===== src/rtl/mem_stage_lsu.sv =====
// rtl/mem_stage_lsu.sv - MEM-stage load/store unit: SRAM request/ready handshake, SB lane steering, LB sign extension
module mem_stage_lsu #(
    parameter int ADDR_W = 14
) (
    input  logic              clk,
    input  logic              rst_n,
    input  logic              in_valid,
    input  logic              in_mem_cs,
    input  logic [3:0]        in_mem_we,
    input  logic              in_mem_oe,
    input  logic              in_store_byte,
    input  logic              in_load_byte,
    input  logic [31:0]       in_addr,
    input  logic [31:0]       in_sdata,
    input  logic [4:0]        in_rd,
    input  logic              in_reg_write,
    output logic              stall,
    output logic              dm_cs,
    output logic              dm_oe,
    output logic [3:0]        dm_web,
    output logic [ADDR_W-1:0] dm_addr,
    output logic [31:0]       dm_di,
    input  logic [31:0]       dm_do,
    input  logic              dm_ready,
    output logic              out_valid,
    output logic [31:0]       out_data,
    output logic [4:0]        out_rd,
    output logic              out_reg_write
);

    typedef enum logic [1:0] {
        IDLE = 2'd0,
        BUSY = 2'd1,
        RESP = 2'd2
    } state_t;

    state_t state;
    state_t state_nx;

    // Request register; only the byte-address bits the SRAM can see are kept.
    logic [ADDR_W+1:0] req_addr;
    logic [31:0]       req_sdata;
    logic [4:0]        req_rd;
    logic              req_reg_write;
    logic              req_oe;
    logic              req_store;
    logic              req_byte;

    logic              accept;
    logic [7:0]        lb_byte;
    logic [31:0]       load_data;

    assign accept = (state == IDLE) && in_valid && in_mem_cs;

    always_comb begin
        state_nx = state;
        case (state)
            IDLE:    if (accept) state_nx = BUSY;
            BUSY:    if (dm_ready) state_nx = RESP;
            RESP:    state_nx = IDLE;
            default: state_nx = IDLE;
        endcase
    end

    // Gated by rst_n so the pipeline is never held while the unit is in reset.
    always_comb begin
        stall = rst_n && (accept || (state == BUSY));
    end

    always_comb begin
        dm_cs   = 1'b0;
        dm_oe   = 1'b0;
        dm_web  = 4'b1111;
        dm_addr = '0;
        dm_di   = 32'd0;
        if (state == BUSY) begin
            dm_cs   = 1'b1;
            dm_oe   = req_oe;
            dm_addr = req_addr[ADDR_W+1:2];
            if (req_store) begin
                if (req_byte) begin
                    dm_web = ~(4'b0001 << req_addr[1:0]);
                    dm_di  = {4{req_sdata[7:0]}};
                end else begin
                    dm_web = 4'b0000;
                    dm_di  = req_sdata;
                end
            end
        end
    end

    always_comb begin
        lb_byte = dm_do[7:0];
        case (req_addr[1:0])
            2'd1:    lb_byte = dm_do[15:8];
            2'd2:    lb_byte = dm_do[23:16];
            2'd3:    lb_byte = dm_do[31:24];
            default: lb_byte = dm_do[7:0];
        endcase
        load_data = req_byte ? {{24{lb_byte[7]}}, lb_byte} : dm_do;
    end

    always_ff @(posedge clk or negedge rst_n) begin
        if (!rst_n) begin
            state         <= IDLE;
            req_addr      <= '0;
            req_sdata     <= 32'd0;
            req_rd        <= 5'd0;
            req_reg_write <= 1'b0;
            req_oe        <= 1'b0;
            req_store     <= 1'b0;
            req_byte      <= 1'b0;
            out_valid     <= 1'b0;
            out_data      <= 32'd0;
            out_rd        <= 5'd0;
            out_reg_write <= 1'b0;
        end else begin
            state     <= state_nx;
            out_valid <= 1'b0;
            case (state)
                IDLE: begin
                    if (in_valid && !in_mem_cs) begin
                        out_valid     <= 1'b1;
                        out_data      <= in_addr;
                        out_rd        <= in_rd;
                        out_reg_write <= in_reg_write;
                    end else if (accept) begin
                        req_addr      <= in_addr[ADDR_W+1:0];
                        req_sdata     <= in_sdata;
                        req_rd        <= in_rd;
                        req_reg_write <= in_reg_write;
                        req_oe        <= in_mem_oe;
                        // Any mem_we pattern other than all-zero is a load.
                        req_store     <= (in_mem_we == 4'b0000);
                        req_byte      <= (in_mem_we == 4'b0000) ? in_store_byte : in_load_byte;
                    end
                end
                BUSY: begin
                    if (dm_ready) begin
                        out_valid <= 1'b1;
                        out_rd    <= req_rd;
                        if (req_store) begin
                            out_data      <= 32'd0;
                            out_reg_write <= 1'b0;
                        end else begin
                            out_data      <= load_data;
                            out_reg_write <= req_reg_write;
                        end
                    end
                end
                default: ;
            endcase
        end
    end

endmodule

===== config.mk =====
export PLATFORM = sky130hd
export DESIGN_NAME = mem_stage_lsu
export DESIGN_NICKNAME = d
export VERILOG_FILES = /design/src/rtl/mem_stage_lsu.sv
export SDC_FILE = /design/constraint.sdc
export NUM_CORES = 1
export LEC_CHECK = 0
export ABC_AREA = 1
export CORE_MARGIN = 2
export CORE_UTILIZATION = 48
export CTS_CLUSTER_DIAMETER = 30
export CTS_CLUSTER_SIZE = 28
export DETAILED_ROUTE_END_ITERATION = 6
export MAX_ROUTING_LAYER = met4
export PLACE_DENSITY = 0.86
export SYNTH_ARGS = -nofsm -noshare
export SYNTH_HDL_FRONTEND = slang
export SYNTH_SLANG_ARGS = --single-unit

===== constraint.sdc =====
create_clock -name clk -period 4 [get_ports clk]
set_input_delay 0.4 -clock clk [delete_from_list [all_inputs] [get_ports clk]]
set_output_delay 0.4 -clock clk [all_outputs]
set_load 0.02 [all_outputs]

# == Word level (Yosys, flattened, before mapping) ==
# Index checks and enable logic that the tools add are counted.
# op_classes
mux,29
shift,1
eq_ne,7
n_reduce_logical,12
n_bitwise,2
# ops
operator,count
$mux 32,7
$pmux 32 s2,1
$pmux 8 s3,1
$mux 14,1
$mux 4,3
$mux 5,2
$pmux 5 s2,1
$mux 1,8
$reduce_and 3->1,2
$eq 2x1->1 const B,2
$eq 2x2->1 const B,2
$logic_and 1x1->1,4
$logic_not 4->1,1
$mux 2,2
$ne 2x2->1 const B,2
$not 4->4,1
$pmux 1 s2,2
$pmux 2 s2,1
$shl 1x2->4 const A,1
$logic_not 2->1,1
$ne 2x1->1 const B,1
$reduce_and 2->1,1
$reduce_bool 2->1,1
$logic_not 1->1,1
2 further kinds,2
# word_totals
elab_cells,63
out_inout_bits,92
input_bits,114
register_bits,98

# == Longest topological paths before layout ==
# Gate-level depths: netlist of run 1.
# logic_depth
ltp_word,6
mapped_depth,9
ltp_nobuf,7

# == Least setup slack after synthesis of run 1 ==
# OpenSTA, ideal clock, no wires.
# synth_timing
kind,register -> output
startpoint,reg req_byte
endpoint,out dm_di[12]
arrival_time_ns,1.253
path_buffers,2
path_stages_with_launch,6
required_ns,3.600
path_slack_ns,2.347
path_cell_list,dfrtp_1 buf_4 inv_4 clkbuf_1 a21oi_1 nor2_1
# synth_between
elab_chain_len,3
# synth_rtl
element,line,rtl
start: declaration,47,logic req_byte;
start signal: assignment,135,req_byte <= (in_mem_we == 4'b0000) ? in_store_byte : in_load_byte;
$mux 32,81,if (req_byte) begin
$mux 32,80,if (req_store) begin
$mux 32,76,if (state == BUSY) begin
end: declaration,22,"output logic [31:0] dm_di,"
# Every way passes these cells.

# == Worst setup path after layout of run 1 ==
# layout_timing
startpoint,reg req_store
endpoint,out dm_di[10]
# layout_between
elab_chain_len,2
# layout_rtl
element,line,rtl
start: declaration,46,logic req_store;
start signal: assignment,134,req_store <= (in_mem_we == 4'b0000);
$mux 32,80,
$mux 32,76,
# Every way passes these cells.

==> flow_summary.ini, run 1 <==
[final_layout]
mostFrequentLayoutCell = nand2_1
instances_no_fill = 1045
final_cell_mix = nand2_1, clkdlybuf4s50_1, nor2_1
drive_above_1_share = 0.0431
num-fill-cells = 936
nets = 1014
areaGrowthSynthToFinish_pct = 39.8
insertedDiodeCount = 0

[hold_path]
holdPathEnd = req_sdata[21]
min_path_cells = 2
hold_class = register to register
hold_start = req_sdata[21]

[synthesis]
yosysWarnings = 0
synth_edf_count = 0
synth_cell_types = 27
syn-num-nets = 841
synth-seq-area-share = 0.456
syn_inst = 727
synth.area.top_cells = dfrtp_1, nand2_1, nor2_1, a21oi_1, a21boi_0
async_flop_share = 1.00
synth_flop_cell = dfrtp_1
ys_seq_elements = 98
synth_area_um2 = 5380
synth.largest_area_cell = dfrtp_1
synth.top_cell.area_share = 0.456
syn_avg_cell_area_um2 = 7.40

[timing]
setup_ws_ps = 1060
tns_ps = 0
max_freq_ghz = 0.340
worstMarginPinSlew_ps = 939
period_share = 0.735
finalHoldViolations = 0
relSlewSlack = 0.374
finalSetupViolCount = 0
period_minus_slack_ps = 2940
fin_skew_ps = 13.2
finalMaxSlewViolations = 0
rsz0062_at_grt = no

[setup_path]
r2r_start = state[0]
cp_slowest_stage_delay_ps = 630
crit_path_end_kind = output pin
ff2ff_setup_slack_ps = 1580
path_depth = 5
crit_chain = inv_1, nor2_4, inv_1, nor2_1, clkdlybuf4s50_1
reg2regPathDepth = 7
arrival_ps = 2540
worstSetupPathType = register to output pin
critPathLaunchType = register
cpMostUsedCell = inv_1
cp_max_fo = 24
path_buf_inv = 3
crit_slowest_cell = clkdlybuf4s50_1
reg2reg_to = req_byte
path_delay_family = buffers and inverters
crit_required_ps = 3600

[die]
die_h_um = 110
core_um2 = 10900
start_util = 0.494
die_w_um = 110
die-area_um2 = 12100
core.rowCount = 38
ioPinCount = 206

[route]
vias = 5421
dr.pass1.iters = 4
drtAntennaViolNets = 0
routedWlPerCell_um = 15.8
post_drt_via_cell_ratio = 5.19
finalWirelength_um = 16500
dr.first_iter.drc_count = 418
drc_errors = 0

[placed_design]
post-place-ws_ps = 1320
place_hpwl_um = 11400
place_congestion = 0.937
dpl.cell_count = 1028
portBuffers = 205

[cts]
clkSinkCount = 98
clkTransAtPathRegs_ps = 100
cts_buffer_depth = 2
worstSkewPairLatency_ps = 360
cts_root_buf = clkbuf_8
cts_tree = yes
htree_levels = 3
numCtsBuffers = 9
cts_resized = 0

[global_route]
grtUsageTotal = 0.283
grt_max_degree = 75
gr-total-overflow = 0
antenna_found_initial = 0
grt_pass1_wl_um = 25600
grt_pass1_vias = 5167

[status]
status = completed

[flow_run]
drv_cap = 0

[power]
cellLeakagePower_nw = 3.35
peakVddDrop_mv = 0.283
powerDensity_nw_per_um2 = 489
finalPower_mw = 3.68
[Yosys cell counts (2+ instances only)]
master,count
nor2_4,4
inv_4,2
nand2_8,2
o21ai_1,5
nand2_1,230
buf_4,7
inv_2,2
nand4_1,7
a21oi_1,60
nand2_4,3
a21boi_1,9
o21ai_0,17
buf_2,20
nor2_1,151
nor2_2,2
clkbuf_1,6
a31oi_1,6
nand3_1,25
dfrtp_1,98
inv_1,29
buf_6,14
a21boi_0,23
[worst register-to-register path: cells and delay by family, from the launching register on]
kind,cells,cell delay (ps)
simple gates,3,410
flops,1,430
compound gates,2,350
buf+inv,2,1110
[registers in the layout, summed over array words and instances, names as in the netlist, 2 cells and up]
signal / flops
req_sdata: 32
req_addr: 16
req_rd: 5
state: 2
out_data: 32
out_rd: 5
[timing repair]
action,in CTS,in global routing
endpoints found under the hold margin,24,0
setup buffers,0,0
hold buffers,1,0
[how the worst max path moves through the flow]
stage	startpoint	endpoint	slack, ps
after floorplan	req_byte	dm_di[12]	2350
after global placement	in_valid	req_byte	1350
after detailed placement	in_valid	req_byte	1320
after CTS	req_store	dm_di[10]	1050
after global routing	req_store	dm_di[10]	850
final	req_store	dm_di[10]	1060
[metrics by stage]
step	hold slack [ps]	util	cell area, µm²
after floorplan	104	-	5380
after global placement	335	0.670	7300
after detailed placement	339	0.670	7300
after CTS	482	0.691	7520
after global routing	503	0.691	7520
final	482	0.691	7520
[power breakdown]
part	switching [mW]	total, mW	internal (mW)
Clock	0.356	0.682	0.326
Combinational	0.882	1.53	0.649
Sequential	0.191	1.46	1.27
[cell type report]
type / count / area (µm²) / share of cell area
sequential: 98 / 2450 / 0.326
multi-input combinational: 547 / 2450 / 0.326
timing repair buffer: 210 / 2090 / 0.278
tap: 140 / 175 / 0.0233
clock buffer: 11 / 151 / 0.0201
inverter: 34 / 140 / 0.0186
clock inverter: 5 / 60.1 / 0.00799
[cell families after synthesis]
group	Yosys count	share of synthesized area
simple gates	426	0.326
compound gates	121	0.129
flops	98	0.456
buf+inv	82	0.0886
[per-layer routing]
layer / up-vias / track usage / routed length [µm]
met5: - / - / 0
met4: 0 / 0.0940 / 331
met3: 28 / 0.0486 / 1380
met2: 253 / 0.452 / 7870
met1: 2501 / 0.367 / 6930
li1: 2639 / - / -
(Power assumes the default switching activity.)
==> run 2, diff against run 1 <==
--- a/config.mk
+++ b/config.mk
@@ -7,12 +7,12 @@
 export LEC_CHECK = 0
 export ABC_AREA = 1
 export CORE_MARGIN = 2
-export CORE_UTILIZATION = 48
+export CORE_UTILIZATION = 45
 export CTS_CLUSTER_DIAMETER = 30
 export CTS_CLUSTER_SIZE = 28
 export DETAILED_ROUTE_END_ITERATION = 6
 export MAX_ROUTING_LAYER = met4
-export PLACE_DENSITY = 0.86
+export PLACE_DENSITY = 0.82
 export SYNTH_ARGS = -nofsm -noshare
 export SYNTH_HDL_FRONTEND = slang
 export SYNTH_SLANG_ARGS = --single-unit
==> constraint.sdc (replaced) <==
create_clock -name clk -period 3 [get_ports clk]
set_input_delay 0.3 -clock clk [delete_from_list [all_inputs] [get_ports clk]]
set_output_delay 0.3 -clock clk [all_outputs]
set_load 0.02 [all_outputs]
==> run 2 against run 1 <==
Against the previous run: worst hold slack lost 370 ps; register-to-register slack lost 730 ps; die area grew 6.4%; first-iteration DRC count shrank 12%; clock-buffer cell count shrank 1; total power grew 43%.
==> flow_summary.ini, run 2 (synthesis gave the netlist of run 1 again) <==
[status]
status = completed

[final_layout]
instances_no_fill = 1050
drive_above_1_share = 0.0452
num-fill-cells = 1013
final_cell_area_um2 = 7640
areaGrowthSynthToFinish_pct = 42.1
nets = 1016
final_cell_mix = nand2_1, clkdlybuf4s50_1, nor2_1
mostFrequentLayoutCell = nand2_1
insertedDiodeCount = 0
top_regs = out_data: 32 flops, req_sdata: 32 flops, req_addr: 16 flops
final_core_util = 0.661

[timing]
relSlewSlack = 0.503
period_share = 0.909
worstMarginPinSlew_ps = 745
timing.hold.ws_ps = 108
max_freq_ghz = 0.367
fin_skew_ps = 3.47
finalMaxSlewViolations = 0
rsz0062_at_grt = no
period_minus_slack_ps = 2730
finalHoldViolations = 0
finalSetupViolCount = 0
tns_ps = 0

[setup_path]
arrival_ps = 2430
crit_required_ps = 2700
cpMostUsedCell = inv_1
cp_slowest_stage_delay_ps = 640
worstSetupPathType = register to output pin
path_delay_family = buffers and inverters
path_buf_inv = 3
crit_slowest_cell = clkdlybuf4s50_1
cp_max_fo = 24
critPathLaunchType = register
crit_chain = inv_1, nor2_4, inv_1, nor2_1, clkdlybuf4s50_1
crit_path_end_kind = output pin

[placed_design]
dpl.cell_count = 1034
place_hpwl_um = 11900
portBuffers = 205
post_dp_cell_area_um2 = 7320
place_congestion = 0.940

[cts]
cts_tree = yes
cts_root_buf = clkbuf_16
cts_resized = 0
clkSinkCount = 98
numCtsBuffers = 9
hold_buffers = 0
worstSkewPairLatency_ps = 340
post_cts_buffers = 0
htree_levels = 3
clkTransAtPathRegs_ps = 70
cts_buffer_depth = 2

[power]
p_sw_mw = 1.95
p_comb_frac = 0.391
p_int_mw = 3.30
seqPwrFrac = 0.371
clock_power_share = 0.239
powerDensity_nw_per_um2 = 688
switching_share = 0.372
cellLeakagePower_nw = 3.41
peakVddDrop_mv = 0.357

[die]
ioPinCount = 206
core_um2 = 11600
die_w_um = 113
die_h_um = 113
start_util = 0.465
die-area_um2 = 12800
core.rowCount = 39

[route]
drc_errors = 0
dr.pass1.iters = 6
routedWlPerCell_um = 16.1
drtAntennaViolNets = 0
vias = 5474
finalWirelength_um = 16900
dr.first_iter.drc_count = 367
post_drt_via_cell_ratio = 5.21

[global_route]
grt_pass1_vias = 5273
grtUsageTotal = 0.277
antenna_found_initial = 0
grt_pass1_wl_um = 27000
grt_max_degree = 64
gr-total-overflow = 0

[hold_path]
hold_class = input port to asynchronous set/reset pin

[flow_run]
drv_cap = 0
## run 2: cell types whose count changed in the layout (fill, tap and decap cells not counted), sizes merged
cell / previous run / this run
dlygate4sd3: 1 / 0
buf: 5 / 8
clkinvlp: 1 / 2
bufinv: 1 / 2
clkbuf: 11 / 10
clkinv: 2 / 1
## run 2: final cells by class
| cell class | count | area, µm² | share of cell area |
|---|---|---|---|
| well taps | 143 | 179 | 0.0234 |
| clock buffers | 10 | 229 | 0.0300 |
| repair buffers | 212 | 2100 | 0.275 |
| flip-flops and latches | 98 | 2450 | 0.321 |
| inverters | 34 | 140 | 0.0183 |
| multi-input cells | 547 | 2450 | 0.321 |
| clock inverters | 6 | 88.8 | 0.0116 |
## run 2: stage by stage
step,power (mW),worst slack [ps]
after floorplan,3.18,1450
after detailed placement,4.02,604
after global placement,3.98,678
after CTS,5.27,277
after global routing,5.58,82.7
final,5.26,273
## run 2: power by group through the flow
| stage | logic, mW | clock network, mW | registers, mW |
|---|---|---|---|
| after global placement | 2.03 | 0 | 1.95 |
| after CTS | 2.06 | 1.27 | 1.95 |
| after global routing | 2.25 | 1.33 | 2.00 |
| final | 2.05 | 1.26 | 1.95 |
| after detailed placement | 2.05 | 0 | 1.97 |
| after floorplan | 1.05 | 0 | 2.13 |
## run 2: path summary, 6_finish.rpt
check,start,end,slack [ps],depth (start not counted)
worst min register to register,req_rd[1],req_rd[1],480,2
worst max-delay path,req_store,dm_di[31],270,5
worst min-delay path,rst_n,out_data[15],110,2
min in group clk,req_rd[1],req_rd[1],480,2
worst max register to register,state[0],req_byte,850,7
max in group asynchronous,rst_n,req_addr[7],1770,3
## run 2: per-layer routing
layer / track usage / up-vias / share of wire
met4: 0.103 / 0 / 0.030
met2: 0.424 / 280 / 0.46
met5: - / - / 0
met3: 0.0664 / 43 / 0.091
met1: 0.358 / 2511 / 0.42
li1: - / 2640 / -
